**src/rtl/rdiv_pkg.sv**
```systemverilog
// Shared constants and types for the rounding-divider arbiter.
//   DIV_LOG2_DEF  - default log2 of the power-of-two divisor
//   OUT_WIDTH_DEF - default quotient width
//   SAT_CNT_W     - width of the saturation event counter
//   src_e         - requester index (also the round-robin "last granted" marker)
package rdiv_pkg;

   localparam int unsigned DIV_LOG2_DEF  = 3;
   localparam int unsigned OUT_WIDTH_DEF = 32;
   localparam int unsigned SAT_CNT_W     = 16;

   typedef enum logic {
      SRC0 = 1'b0,
      SRC1 = 1'b1
   } src_e;

endpackage

```
**src/rtl/rdiv_if.sv**
```systemverilog
// Handshake bundle between two requesters, the arbiter and the result consumer.
//   in0_valid/in0_data/in0_ready - requester 0 dividend handshake
//   in1_valid/in1_data/in1_ready - requester 1 dividend handshake
//   out_valid/out_ready          - result handshake towards the consumer
//   out_data/out_src/out_sat     - rounded quotient, producing requester, clamp flag
// Modports: slave = arbiter side, master = requester/consumer side.
interface rdiv_if
   import rdiv_pkg::*;
#(
   parameter int unsigned IN_WIDTH  = OUT_WIDTH_DEF + DIV_LOG2_DEF,
   parameter int unsigned OUT_WIDTH = OUT_WIDTH_DEF
);

   logic                 in0_valid;
   logic [IN_WIDTH-1:0]  in0_data;
   logic                 in0_ready;
   logic                 in1_valid;
   logic [IN_WIDTH-1:0]  in1_data;
   logic                 in1_ready;
   logic                 out_valid;
   logic                 out_ready;
   logic [OUT_WIDTH-1:0] out_data;
   logic                 out_src;
   logic                 out_sat;

   modport slave (
      input  in0_valid, in0_data, in1_valid, in1_data, out_ready,
      output in0_ready, in1_ready, out_valid, out_data, out_src, out_sat
   );

   modport master (
      output in0_valid, in0_data, in1_valid, in1_data, out_ready,
      input  in0_ready, in1_ready, out_valid, out_data, out_src, out_sat
   );

endinterface

```
**src/rtl/rdiv_round.sv**
```systemverilog
// Combinational divide-by-2^DIV_LOG2 with round-half-up and clamp at all ones.
//   din_i - dividend
//   q_o   - rounded quotient (all ones when the round-up would overflow)
//   sat_o - asserted when the quotient was clamped
module rdiv_round
   import rdiv_pkg::*;
#(
   parameter int unsigned DIV_LOG2  = DIV_LOG2_DEF,
   parameter int unsigned OUT_WIDTH = OUT_WIDTH_DEF,
   parameter int unsigned IN_WIDTH  = OUT_WIDTH + DIV_LOG2
) (
   input  logic [IN_WIDTH-1:0]  din_i,
   output logic [OUT_WIDTH-1:0] q_o,
   output logic                 sat_o
);

   logic [OUT_WIDTH-1:0] int_part;
   logic                 half_bit;

   assign int_part = din_i[DIV_LOG2 +: OUT_WIDTH];
   assign half_bit = din_i[DIV_LOG2-1];

   // Only the overflowing round-up case saturates.
   assign sat_o = (&int_part) & half_bit;
   assign q_o   = sat_o ? '1 : int_part + OUT_WIDTH'(half_bit);

   // Bits below the half bit never influence a round-half-up result.
   if (DIV_LOG2 > 1) begin : g_lsbs
      logic unused_lsbs;
      assign unused_lsbs = ^din_i[DIV_LOG2-2:0];
   end

endmodule

```
**src/rtl/rdiv_arbiter.sv**
```systemverilog
// Two-requester round-robin arbiter feeding a one-entry result register through
// the rdiv_round datapath.
//   clk       - clock, rising edge
//   resetn    - asynchronous active-low reset
//   bus       - handshake bundle (slave side), see rdiv_if
//   sat_count - saturating count of clamped results accepted since reset
module rdiv_arbiter
   import rdiv_pkg::*;
#(
   parameter int unsigned DIV_LOG2  = DIV_LOG2_DEF,
   parameter int unsigned OUT_WIDTH = OUT_WIDTH_DEF,
   parameter int unsigned IN_WIDTH  = OUT_WIDTH + DIV_LOG2
) (
   input  logic                 clk,
   input  logic                 resetn,
   rdiv_if.slave                bus,
   output logic [SAT_CNT_W-1:0] sat_count
);

   logic                 slot_free;
   logic                 grant0;
   logic                 grant1;
   logic                 accept;
   logic [IN_WIDTH-1:0]  sel_data;
   logic [OUT_WIDTH-1:0] rnd_q;
   logic                 rnd_sat;

   logic                 out_valid_q, out_valid_d;
   logic [OUT_WIDTH-1:0] out_data_q,  out_data_d;
   src_e                 out_src_q,   out_src_d;
   logic                 out_sat_q,   out_sat_d;
   logic [SAT_CNT_W-1:0] sat_cnt_q,   sat_cnt_d;
   src_e                 rr_last_q,   rr_last_d;

   // Grant logic looks only at valids, out_ready and the round-robin pointer,
   // never at the data; readies are held low while reset is asserted.
   always_comb begin
      slot_free = !out_valid_q || bus.out_ready;
      grant0    = 1'b0;
      grant1    = 1'b0;
      if (resetn && slot_free) begin
         if (bus.in0_valid && bus.in1_valid) begin
            if (rr_last_q == SRC0) grant1 = 1'b1;
            else                   grant0 = 1'b1;
         end else begin
            grant0 = bus.in0_valid;
            grant1 = bus.in1_valid;
         end
      end
      accept   = grant0 || grant1;
      sel_data = grant1 ? bus.in1_data : bus.in0_data;
   end

   rdiv_round #(
      .DIV_LOG2  (DIV_LOG2),
      .OUT_WIDTH (OUT_WIDTH),
      .IN_WIDTH  (IN_WIDTH)
   ) u_round (
      .din_i (sel_data),
      .q_o   (rnd_q),
      .sat_o (rnd_sat)
   );

   always_comb begin
      out_valid_d = out_valid_q;
      out_data_d  = out_data_q;
      out_src_d   = out_src_q;
      out_sat_d   = out_sat_q;
      sat_cnt_d   = sat_cnt_q;
      rr_last_d   = rr_last_q;
      if (accept) begin
         // Covers consume-and-refill in one cycle: valid simply stays high.
         out_valid_d = 1'b1;
         out_data_d  = rnd_q;
         out_src_d   = grant1 ? SRC1 : SRC0;
         out_sat_d   = rnd_sat;
         rr_last_d   = grant1 ? SRC1 : SRC0;
         if (rnd_sat && (sat_cnt_q != '1)) sat_cnt_d = sat_cnt_q + SAT_CNT_W'(1);
      end else if (bus.out_ready) begin
         out_valid_d = 1'b0;
      end
   end

   // rr_last resets to 1 so requester 0 wins the first contested grant.
   always_ff @(posedge clk or negedge resetn) begin
      if (!resetn) begin
         out_valid_q <= 1'b0;
         out_data_q  <= '0;
         out_src_q   <= SRC0;
         out_sat_q   <= 1'b0;
         sat_cnt_q   <= '0;
         rr_last_q   <= SRC1;
      end else begin
         out_valid_q <= out_valid_d;
         out_data_q  <= out_data_d;
         out_src_q   <= out_src_d;
         out_sat_q   <= out_sat_d;
         sat_cnt_q   <= sat_cnt_d;
         rr_last_q   <= rr_last_d;
      end
   end

   assign bus.in0_ready = grant0;
   assign bus.in1_ready = grant1;
   assign bus.out_valid = out_valid_q;
   assign bus.out_data  = out_data_q;
   assign bus.out_src   = out_src_q;
   assign bus.out_sat   = out_sat_q;
   assign sat_count     = sat_cnt_q;

endmodule

```
**src/flat_wrapper.sv**
```systemverilog
// flat-port wrapper written by rule: the top's interface ports become plain ports
module rdiv_arbiter_flat import rdiv_pkg::*;
#(
   parameter int unsigned DIV_LOG2  = DIV_LOG2_DEF,
   parameter int unsigned OUT_WIDTH = OUT_WIDTH_DEF,
   parameter int unsigned IN_WIDTH  = OUT_WIDTH + DIV_LOG2
)
  (clk, resetn, sat_count, bus_in0_valid, bus_in0_data, bus_in1_valid, bus_in1_data, bus_out_ready, bus_in0_ready, bus_in1_ready, bus_out_valid, bus_out_data, bus_out_src, bus_out_sat);
  rdiv_if #(.IN_WIDTH(IN_WIDTH), .OUT_WIDTH(OUT_WIDTH)) bus_i ();
  input  logic clk;
  input  logic resetn;
  output logic [SAT_CNT_W-1:0] sat_count;
  input wire logic [$bits(bus_i.in0_valid)-1:0] bus_in0_valid;
  input wire logic [$bits(bus_i.in0_data)-1:0] bus_in0_data;
  input wire logic [$bits(bus_i.in1_valid)-1:0] bus_in1_valid;
  input wire logic [$bits(bus_i.in1_data)-1:0] bus_in1_data;
  input wire logic [$bits(bus_i.out_ready)-1:0] bus_out_ready;
  output wire logic [$bits(bus_i.in0_ready)-1:0] bus_in0_ready;
  output wire logic [$bits(bus_i.in1_ready)-1:0] bus_in1_ready;
  output wire logic [$bits(bus_i.out_valid)-1:0] bus_out_valid;
  output wire logic [$bits(bus_i.out_data)-1:0] bus_out_data;
  output wire logic [$bits(bus_i.out_src)-1:0] bus_out_src;
  output wire logic [$bits(bus_i.out_sat)-1:0] bus_out_sat;
  assign bus_i.in0_valid = bus_in0_valid;
  assign bus_i.in0_data = bus_in0_data;
  assign bus_i.in1_valid = bus_in1_valid;
  assign bus_i.in1_data = bus_in1_data;
  assign bus_i.out_ready = bus_out_ready;
  assign bus_in0_ready = bus_i.in0_ready;
  assign bus_in1_ready = bus_i.in1_ready;
  assign bus_out_valid = bus_i.out_valid;
  assign bus_out_data = bus_i.out_data;
  assign bus_out_src = bus_i.out_src;
  assign bus_out_sat = bus_i.out_sat;
  rdiv_arbiter #(.DIV_LOG2(DIV_LOG2), .OUT_WIDTH(OUT_WIDTH), .IN_WIDTH(IN_WIDTH)) u_core (.clk(clk), .resetn(resetn), .bus(bus_i), .sat_count(sat_count));
endmodule
```
**config.mk**
```make
export PLATFORM = sky130hd
export DESIGN_NAME = rdiv_arbiter_flat
export DESIGN_NICKNAME = d
export VERILOG_FILES = /design/src/rtl/rdiv_pkg.sv /design/src/rtl/rdiv_if.sv /design/src/rtl/rdiv_round.sv /design/src/rtl/rdiv_arbiter.sv /design/src/flat_wrapper.sv
export SDC_FILE = /design/constraint.sdc
export NUM_CORES = 1
export LEC_CHECK = 0
export CAP_MARGIN = 20
export CORE_ASPECT_RATIO = 0.5
export CORE_MARGIN = 2
export CORE_UTILIZATION = 47
export CTS_CLUSTER_DIAMETER = 100
export CTS_CLUSTER_SIZE = 12
export DETAILED_ROUTE_END_ITERATION = 7
export PLACE_DENSITY_LB_ADDON = 0.12
export SYNTH_ARGS = -nofsm -noshare
export SYNTH_HDL_FRONTEND = slang
export SYNTH_SLANG_ARGS = --single-unit
```
**constraint.sdc**
```tcl
create_clock -name clk -period 4.3 [get_ports clk]
set_input_delay 0.645 -clock clk [delete_from_list [all_inputs] [get_ports clk]]
set_output_delay 0.645 -clock clk [all_outputs]
set_load 0.005 [all_outputs]
```
==> impl_metrics.json, run 1 <==
{
  "p_leak_uw": 0.00207,
  "grt_max_degree": 38,
  "ys.flop_type": "dfrtp_1",
  "wl_mm": 11.3,
  "post_drt_wl_per_cell_um": 17.0,
  "netlist_area_sq_um": 3890,
  "p_int_uw": 1020,
  "path_clk_slew_ns": 0.07,
  "synth-edff-count": 0,
  "layout_common_cells": "clkdlybuf4s50_1 (122), nand2_1 (66), dfrtp_1 (51)",
  "clk-insertion-delay-late_ns": 0.30,
  "worst_ep_arrival_time_ns": 3.67,
  "synth_area_leader_cell": "dfrtp_1",
  "final_max_slew_viol_count": 0,
  "synthArstFlopShare": 1.00,
  "crit_family": "simple AND/OR/NAND/NOR gates",
  "vias": 3829,
  "grt_pass1_vias": 3570,
  "power_density_nw_per_um2": 268,
  "worst_pin_slew_ns": 0.637,
  "hold_buffers": 0,
  "r2r-end": "u_core.bus.out_data[22]",
  "avgSynthCellArea_sq_um": 9.03,
  "syn2layout_area_growth_pct": 37.7,
  "row_count": 23,
  "path_cells": "clkdlybuf4s50_1 -> a21boi_2 -> nand3_2 -> inv_1 -> nand2_1 -> nand2_1 -> ha_1 -> ha_1 -> nand3_1 -> nor3_1 -> nand2_1 -> xor2_1 -> nor2_1 -> o32a_1",
  "drc": 0,
  "rr_worst_depth": 12,
  "hold_violations": 0,
  "port_buffers": 123,
  "start_util": 0.485,
  "cts_made_buffers": 5,
  "p_comb_frac": 0.306,
  "cpMostUsedCell": "nand2_1",
  "root_buffer": "clkbuf_16",
  "viasPerCell": 5.78,
  "antenna_cells": 0,
  "netlist.area_leader.share": 0.328,
  "finClkSkew_ns": 0.00477,
  "maxSlewHeadroom": 0.563,
  "cts.sinks": 52,
  "crit_path_top_delay_cell": "clkdlybuf4s50_1",
  "fin_crit_sh": 0.812,
  "yosysWarningCount": 0,
  "antenna_found_initial": 0,
  "die_area_sq_um": 9070,
  "synthDistinctLibCells": 58,
  "grt_pass1_wl_mm": 17.8,
  "cts_resized": 0,
  "dp_hpwl_mm": 8.57,
  "die_h_um": 68.3,
  "drt_iter0_drc": 270,
  "power.share.clock": 0.281,
  "min-delay-path-class": "input port to async pin",
  "timing.critical_path.buf_inv": 2,
  "fill_cells": 688,
  "final_util": 0.668,
  "fp.dieW_um": 133,
  "max_stage_delay_ns": 0.50,
  "htreeDepth": 2,
  "r2r-start": "u_core.rr_last_q",
  "io_pins": 128,
  "synth.area.top_cells": "dfrtp_1 (33%), mux2i_1 (8.0%), nand2_1 (6.4%)",
  "cp_max_fo": 7,
  "path_class": "input port to flip-flop",
  "p_sw_uw": 412,
  "max-cap-violations": 0,
  "gp_congestion": 0.929,
  "switching_share": 0.287,
  "multi_input_area_sq_um": 2460,
  "core_sq_um": 8030,
  "seqPwrFrac": 0.414,
  "drt-pass1-iter-count": 5,
  "cts_setup_buffers": 0,
  "cp-end-kind": "flip-flop",
  "tns_ns": 0,
  "finalSetupViolations": 0,
  "seq_area_sq_um": 1300,
  "critical_path_required_ns": 4.48,
  "grt_usage": 0.252,
  "finalCriticalPeriod_ns": 3.49,
  "r2r_slack_ns": 1.25,
  "grt_remaining_overflow": 0,
  "drive_gt1_frac": 0.0799,
  "final_common_cell": "clkdlybuf4s50_1",
  "synth_nets": 509,
  "synthCells": 431,
  "ant_nets": 0,
  "cts_tree": "built",
  "rsz0062_at_grt": "no",
  "cts_buffer_depth": 2,
  "final_nets": 628,
  "fmax_mhz": 286,
  "max-vdd-ir-drop_mv": 0.176,
  "ys_seq_elements": 52,
  "start_kind": "input port",
  "ys_seq_area_frac": 0.335,
  "status": "finished, final reports clean"
}
-- layout make-up --
type | count | area share
clock buffer | 6 | 0.0240
clock inverter | 2 | 0.00303
inverter | 6 | 0.00420
multi-input combinational | 354 | 0.460
sequential | 52 | 0.243
tap | 112 | 0.0261
timing repair buffer | 131 | 0.240
-- cells by family after synthesis --
logic type / after synthesis / synth area share
mux: 40 / 0.107
flops: 52 / 0.335
simple gates: 196 / 0.277
fa+ha+maj: 3 / 0.00965
buf+inv: 25 / 0.0328
xor+xnor: 49 / 0.110
compound gates: 66 / 0.129
-- stage by stage --
stage / instance area (sq um) / hold WS [ns] / setup slack, ns / total power [uW] / cells
after floorplan: 3890 / 0.349 / 1.02 / 772 / 431
after detailed placement: 5220 / 0.468 / 0.574 / 1040 / 655
after global placement: 5220 / 0.460 / 0.635 / 1030 / 655
after global routing: 5360 / 0.451 / 0.613 / 1510 / 663
final: 5360 / 0.422 / 0.807 / 1430 / 663
after CTS: 5360 / 0.436 / 0.866 / 1440 / 663
-- per-layer routing --
metal  global-route usage  vias up  wire [um]
li1                     -     1813          -
met1                0.365     1853       5390
met2                0.400      158       4990
met3               0.0519        5        861
met4               0.0403        0         47
met5                    0        -          0
-- flip-flops by register name, summed over array words and instances (netlist names) --
signal / count
u_core.bus.out_sat: 1
u_core.bus.out_src: 1
u_core.bus.out_data: 32
u_core.sat_count: 16
u_core.bus.out_valid: 1
u_core.rr_last_q: 1
-- Yosys cell counts, drive strengths merged (2+ instances only) --
library cell and n:
nand3 16, a31oi 2, buf 15, mux2 7, a21oi 7, and4 4
o22a 18, nor4b 2, nor2 25, xnor2 28, nor3b 5, nor4 5
ha 3, nand4 29, dfrtp 51, nand3b 2, inv 6, clkbuf 4
o21ai 16, nor3 11, a211oi 5, xor2 21, nor2b 4, or3 5
and3 15, o2111ai 5, o211ai 3, mux2i 33, nand2 67
-- power groups by stage --
stage                     Clock [uW]  Combinational (uW)  Sequential, uW
after floorplan                    0                 171             601
after global placement             0                 433             601
after detailed placement           0                 435             600
after CTS                        412                 439             593
after global routing             431                 475             600
final                            403                 438             593
-- worst max-delay path by stage --
stage               depth (start not counted)                       to          start
finish                                     14  u_core.bus.out_data[22]  bus_in1_valid
global route                               14  u_core.bus.out_data[22]  bus_in1_valid
CTS                                         6            bus_in1_ready  bus_in1_valid
detailed placement                         14  u_core.bus.out_data[22]  bus_in1_valid
global placement                           14  u_core.bus.out_data[22]  bus_in1_valid
floorplan                                  15  u_core.bus.out_data[22]  bus_out_ready
No activity file was read; power rests on OpenSTA's default activity.
==> run 2: changes to the inputs <==
CORE_UTILIZATION = 42   (was 47)
clock period = 2.8 ns   (was 4.3 ns; I/O delays follow)
==> run 2 against run 1 <==
  * The flow now finishes with violations (design-rule violations)
  * Sequential share of layout area down 2.6 points
  * Cell count rose by 9.8%
  * Utilization is 0.87 points higher
  * Die area up 11%
  * Flip-flop and latch count did not move
  * Non-clock buffer count rose by 60
  * Wire length grew 12%
  * Power grew 60%
  * Register-to-register slack worse by 1.0 ns
  * Hold slack got worse by 0.30 ns
  * Clock skew is 0.00092 ns lower
  * Critical path type unchanged
  * Largest power group unchanged
  * Highest routed layer unchanged
==> impl_metrics.json, run 2 (synthesized netlist as in run 1, its figures left out) <==
{
  "post_drt_wl_per_cell_um": 17.4,
  "path_clk_slew_ns": 0.07,
  "hold_violations": 0,
  "grt_usage": 0.252,
  "gp_congestion": 1.01,
  "htreeDepth": 2,
  "max-cap-violations": 0,
  "worst_ep_arrival_time_ns": 2.90,
  "fmax_mhz": 376,
  "cpMostUsedCell": "and3_1",
  "seq_area_sq_um": 1300,
  "io_pins": 128,
  "vias": 4104,
  "root_buffer": "clkbuf_16",
  "cp-end-kind": "flip-flop",
  "syn2layout_area_growth_pct": 54.0,
  "port_buffers": 123,
  "clk-insertion-delay-late_ns": 0.30,
  "dp_hpwl_mm": 9.69,
  "max-vdd-ir-drop_mv": 0.268,
  "grt_remaining_overflow": 0,
  "die_h_um": 72.1,
  "drt_iter0_drc": 312,
  "cts_tree": "built",
  "hold_buffers": 0,
  "fp.dieW_um": 140,
  "rsz0062_at_grt": "no",
  "drc": 6,
  "grt_pass1_vias": 3961,
  "finalCriticalPeriod_ns": 2.66,
  "cts_made_buffers": 5,
  "die_area_sq_um": 10100,
  "viasPerCell": 5.64,
  "finClkSkew_ns": 0.00385,
  "path_cells": "clkdlybuf4s50_1 -> a21boi_4 -> nand3_4 -> nand2_1 -> nand2_2 -> ha_4 -> and3_1 -> and3_1 -> mux2_4 -> o2111ai_1 -> xor2_1 -> o22a_1",
  "final_max_slew_viol_count": 0,
  "drive_gt1_frac": 0.196,
  "core_sq_um": 8860,
  "finalPower_uw": 2300,
  "max_stage_delay_ns": 0.47,
  "fin_crit_sh": 0.950,
  "maxSlewHeadroom": 0.592,
  "crit_path_top_delay_cell": "clkdlybuf4s50_1",
  "antenna_found_initial": 0,
  "drt-pass1-iter-count": 7,
  "start_kind": "input port",
  "finalSetupViolations": 0,
  "cts.sinks": 52,
  "multi_input_area_sq_um": 2600,
  "p_leak_uw": 0.00242,
  "layout_common_cells": "clkdlybuf4s50_1 (121), buf_4 (65), nand2_1 (64)",
  "critical_path_required_ns": 3.04,
  "min-delay-path-class": "input port to async pin",
  "grt_pass1_wl_mm": 20.0,
  "final_nets": 688,
  "grt_max_degree": 45,
  "largest_reg_flops": 32,
  "ant_nets": 0,
  "violations": "design-rule violations",
  "cp_max_fo": 11,
  "power_density_nw_per_um2": 383,
  "antenna_cells": 0,
  "row_count": 24,
  "final_common_cell": "clkdlybuf4s50_1",
  "wl_mm": 12.7,
  "fill_cells": 740,
  "tns_ns": 0,
  "start_util": 0.439,
  "path_class": "input port to flip-flop",
  "worst_pin_slew_ns": 0.610,
  "status": "complete, but fails checks",
  "cts_buffer_depth": 2
}
## run 2: final timing paths
path	slack, ns	to	depth (start not counted)	from
max	0.14	u_core.bus.out_data[29]	12	bus_in0_valid
min	0.13	u_core.bus.out_data[2]	2	resetn
max reg2reg	0.25	u_core.bus.out_data[29]	12	u_core.rr_last_q
min reg2reg	0.46	u_core.bus.out_data[3]	2	u_core.bus.out_data[3]
max in group asynchronous	1.86	u_core.bus.out_data[22]	3	resetn
min in group clk	0.46	u_core.bus.out_data[3]	2	u_core.bus.out_data[3]
## run 2: stage by stage
step           instance area (sq um)  hold WS, ns  cells   util  worst slack (ns)
2_1_floorplan                   3930        0.124    431      -           0.00459
3_3_place_gp                    5720        0.438    718  0.646            -0.331
3_5_place_dp                    5720        0.421    718  0.646            -0.408
4_1_cts                         5910        0.102    727  0.667           0.00754
5_1_grt                         5990        0.131    728  0.676            0.0359
6_report                        5990        0.127    728  0.676             0.140
## run 2: metal layers
metal	vias to the layer above	track usage	share of wire
met2	178	0.396	0.43
li1	1940	-	-
met5	-	0	0
met1	1969	0.368	0.48
met3	17	0.0436	0.072
met4	0	0.0550	0.012
## run 2: cell type report
class,instances,share of cell area
Inverter,6,0.00376
Tap cell,117,0.0244
Clock buffer,6,0.0215
Timing Repair Buffer,191,0.297
Clock inverter,2,0.00272
Multi-Input combinational cell,354,0.434
Sequential cell,52,0.217
## run 2: worst max-delay path: cells and delay by family
kind            cells  cell delay [ns]
simple gates        5             0.69
compound gates      3             0.49
buf+inv             1             0.47
mux                 1             0.34
xor+xnor            1             0.31
fa+ha+maj           1             0.18
## run 2: timing repair
| item | in CTS | in global routing |
|---|---|---|
| buffers inserted | 1 | 1 |
| setup endpoints to repair | 13 | 25 |
| pin swaps | 2 | 4 |
| resized for setup | 6 | 14 |
## run 2: power by group
part / internal [uW] / switching (uW)
logic: 443 / 319
registers: 850 / 62.9
clock network: 334 / 287
==> run 3: changes to the inputs <==
CORE_UTILIZATION = 41   (was 42)
REMOVE_ABC_BUFFERS = 1   (was default)
SYNTH_HIERARCHICAL = 1   (was default)
==> run 3 against run 2 <==
  * The run ends with negative setup slack left
  * Highest routed layer unchanged
  * Die area decreased by 7.2%
  * Flip-flop and latch count unchanged
  * Non-clock buffer count increased by 28
  * Largest cell class unchanged
  * First-iteration DRC count decreased by 16%
  * Sequential share of layout area decreased by 0.93 points
  * Clock skew increased by 0.0023 ns
  * Global-route usage decreased by 0.66 points
==> impl_metrics.json, run 3 <==
{
  "status": "complete, but fails checks",
  "violations": "negative setup slack",
  "hold_ws_ns": 0.338,
  "core_sq_um": 8140,
  "cp-end-kind": "flip-flop",
  "hold_violations": 0,
  "row_count": 23,
  "finalSetupViolations": 49,
  "port_buffers": 123,
  "cp_max_fo": 8,
  "critical_path_required_ns": 3.02,
  "synthCells": 343,
  "gp_congestion": 0.851,
  "path_class": "flip-flop to flip-flop",
  "worst_pin_slew_ns": 0.878,
  "cts.sinks": 52,
  "max-cap-violations": 0,
  "viasPerCell": 5.61,
  "fp.dieW_um": 135,
  "worst_ep_arrival_time_ns": 3.74,
  "rsz0062_at_grt": "yes",
  "die_area_sq_um": 9370,
  "drt_iter0_drc": 263,
  "cts_buffer_depth": 2,
  "die_h_um": 69.5,
  "grt_max_degree": 58,
  "io_pins": 128,
  "fin_crit_sh": 1.26,
  "final_nets": 631,
  "start_kind": "flip-flop",
  "grt_remaining_overflow": 0,
  "netlist_area_sq_um": 3510,
  "drc": 0,
  "min-delay-path-class": "input port to async pin",
  "p_leak_uw": 0.00278,
  "post_drt_wl_per_cell_um": 19.6,
  "timing.final.ws_setup_ns": -0.715,
  "ant_nets": 0,
  "wl_mm": 13.1,
  "largest_reg_flops": 32,
  "htreeDepth": 2,
  "start_util": 0.432,
  "tns_ns": -17.26,
  "grt_pass1_vias": 3676,
  "antenna_cells": 0,
  "final_max_slew_viol_count": 0,
  "antenna_found_initial": 0,
  "grt_usage": 0.245,
  "avgSynthCellArea_sq_um": 10.2,
  "fmax_mhz": 284,
  "finalPower_uw": 2500,
  "syn2layout_area_growth_pct": 78.1,
  "final_common_cell": "clkdlybuf4s50_1",
  "grt_pass1_wl_mm": 18.4,
  "finalCriticalPeriod_ns": 3.52,
  "layout_common_cells": "clkdlybuf4s50_1 (119), buf_4 (72), dfrtp_1 (51)",
  "cts_made_buffers": 5,
  "power_density_nw_per_um2": 400,
  "drt-pass1-iter-count": 5,
  "maxSlewHeadroom": 0.410,
  "vias": 3734,
  "root_buffer": "clkbuf_16",
  "dp_slack_ns": -1.13,
  "dp_hpwl_mm": 7.95,
  "max-vdd-ir-drop_mv": 0.255,
  "yosysWarningCount": 6,
  "cts_tree": "built",
  "path_clk_slew_ns": 0.07,
  "drive_gt1_frac": 0.426,
  "finClkSkew_ns": 0.00617,
  "clk-insertion-delay-late_ns": 0.30
}
## run 3: final cells by class
cell class	count	area, sq um
clock inverter	2	16.3
clock buffer	6	129
fill	500	1880
sequential	52	1300
multi-input combinational	270	2500
timing repair buffer	219	2160
tap	112	140
inverter	5	18.8
## run 3: stage by stage
step,instance area [sq um],utilization,instances
finish,6260,0.769,666
global route,6260,0.769,666
CTS,5780,0.709,652
detailed placement,5320,0.653,634
global placement,5320,0.653,634
floorplan,3400,-,327
## run 3: layer usage
layer | vias to the layer above | routed length, um | part of all wire | global-route usage
met2 | 168 | 6640 | 0.51 | 0.444
li1 | 1703 | - | - | -
met3 | 28 | 845 | 0.065 | 0.0461
met5 | - | 0 | 0 | 0
met1 | 1835 | 5330 | 0.41 | 0.310
met4 | 0 | 251 | 0.019 | 0.0417
## run 3: worst paths after layout
| path | cells past startpoint | startpoint | slack, ns | end |
|---|---|---|---|---|
| max | 14 | u_core/rr_last_q | -0.72 | u_core/sat_count[15] |
| min | 2 | resetn | 0.34 | u_core/sat_count[12] |
| max reg2reg | 14 | u_core/rr_last_q | -0.72 | u_core/sat_count[15] |
| min reg2reg | 2 | u_core/bus.out_sat | 0.48 | u_core/bus.out_sat |
| max in group asynchronous | 2 | resetn | 1.96 | u_core/bus.out_data[18] |
| min in group clk | 2 | u_core/bus.out_sat | 0.48 | u_core/bus.out_sat |
## run 3: power breakdown
| part | internal [uW] | switching, uW |
|---|---|---|
| clock network | 334 | 299 |
| registers | 865 | 66.3 |
| logic | 597 | 339 |
## run 3: what timing repair did
action,in CTS,in global routing
gates resized for setup,49,74
pin swaps,17,21
endpoints found under the setup margin,49,49
hold buffers,0,0
buffers inserted,8,10
cloned,2,4
## run 3: worst max-delay path, stage by stage (launching register included)
cell	delay (ns)
dfstp_2	0.54
nand2_2	0.05
nand4_1	0.10
buf_6	0.16
buf_16	0.14
buf_4	0.11
mux2_4	0.15
nand4_1	0.19
or4_4	0.49
or3_4	0.37
inv_2	0.07
nand4_1	0.09
or3b_4	0.52
and4bb_1	0.31
xor2_1	0.14
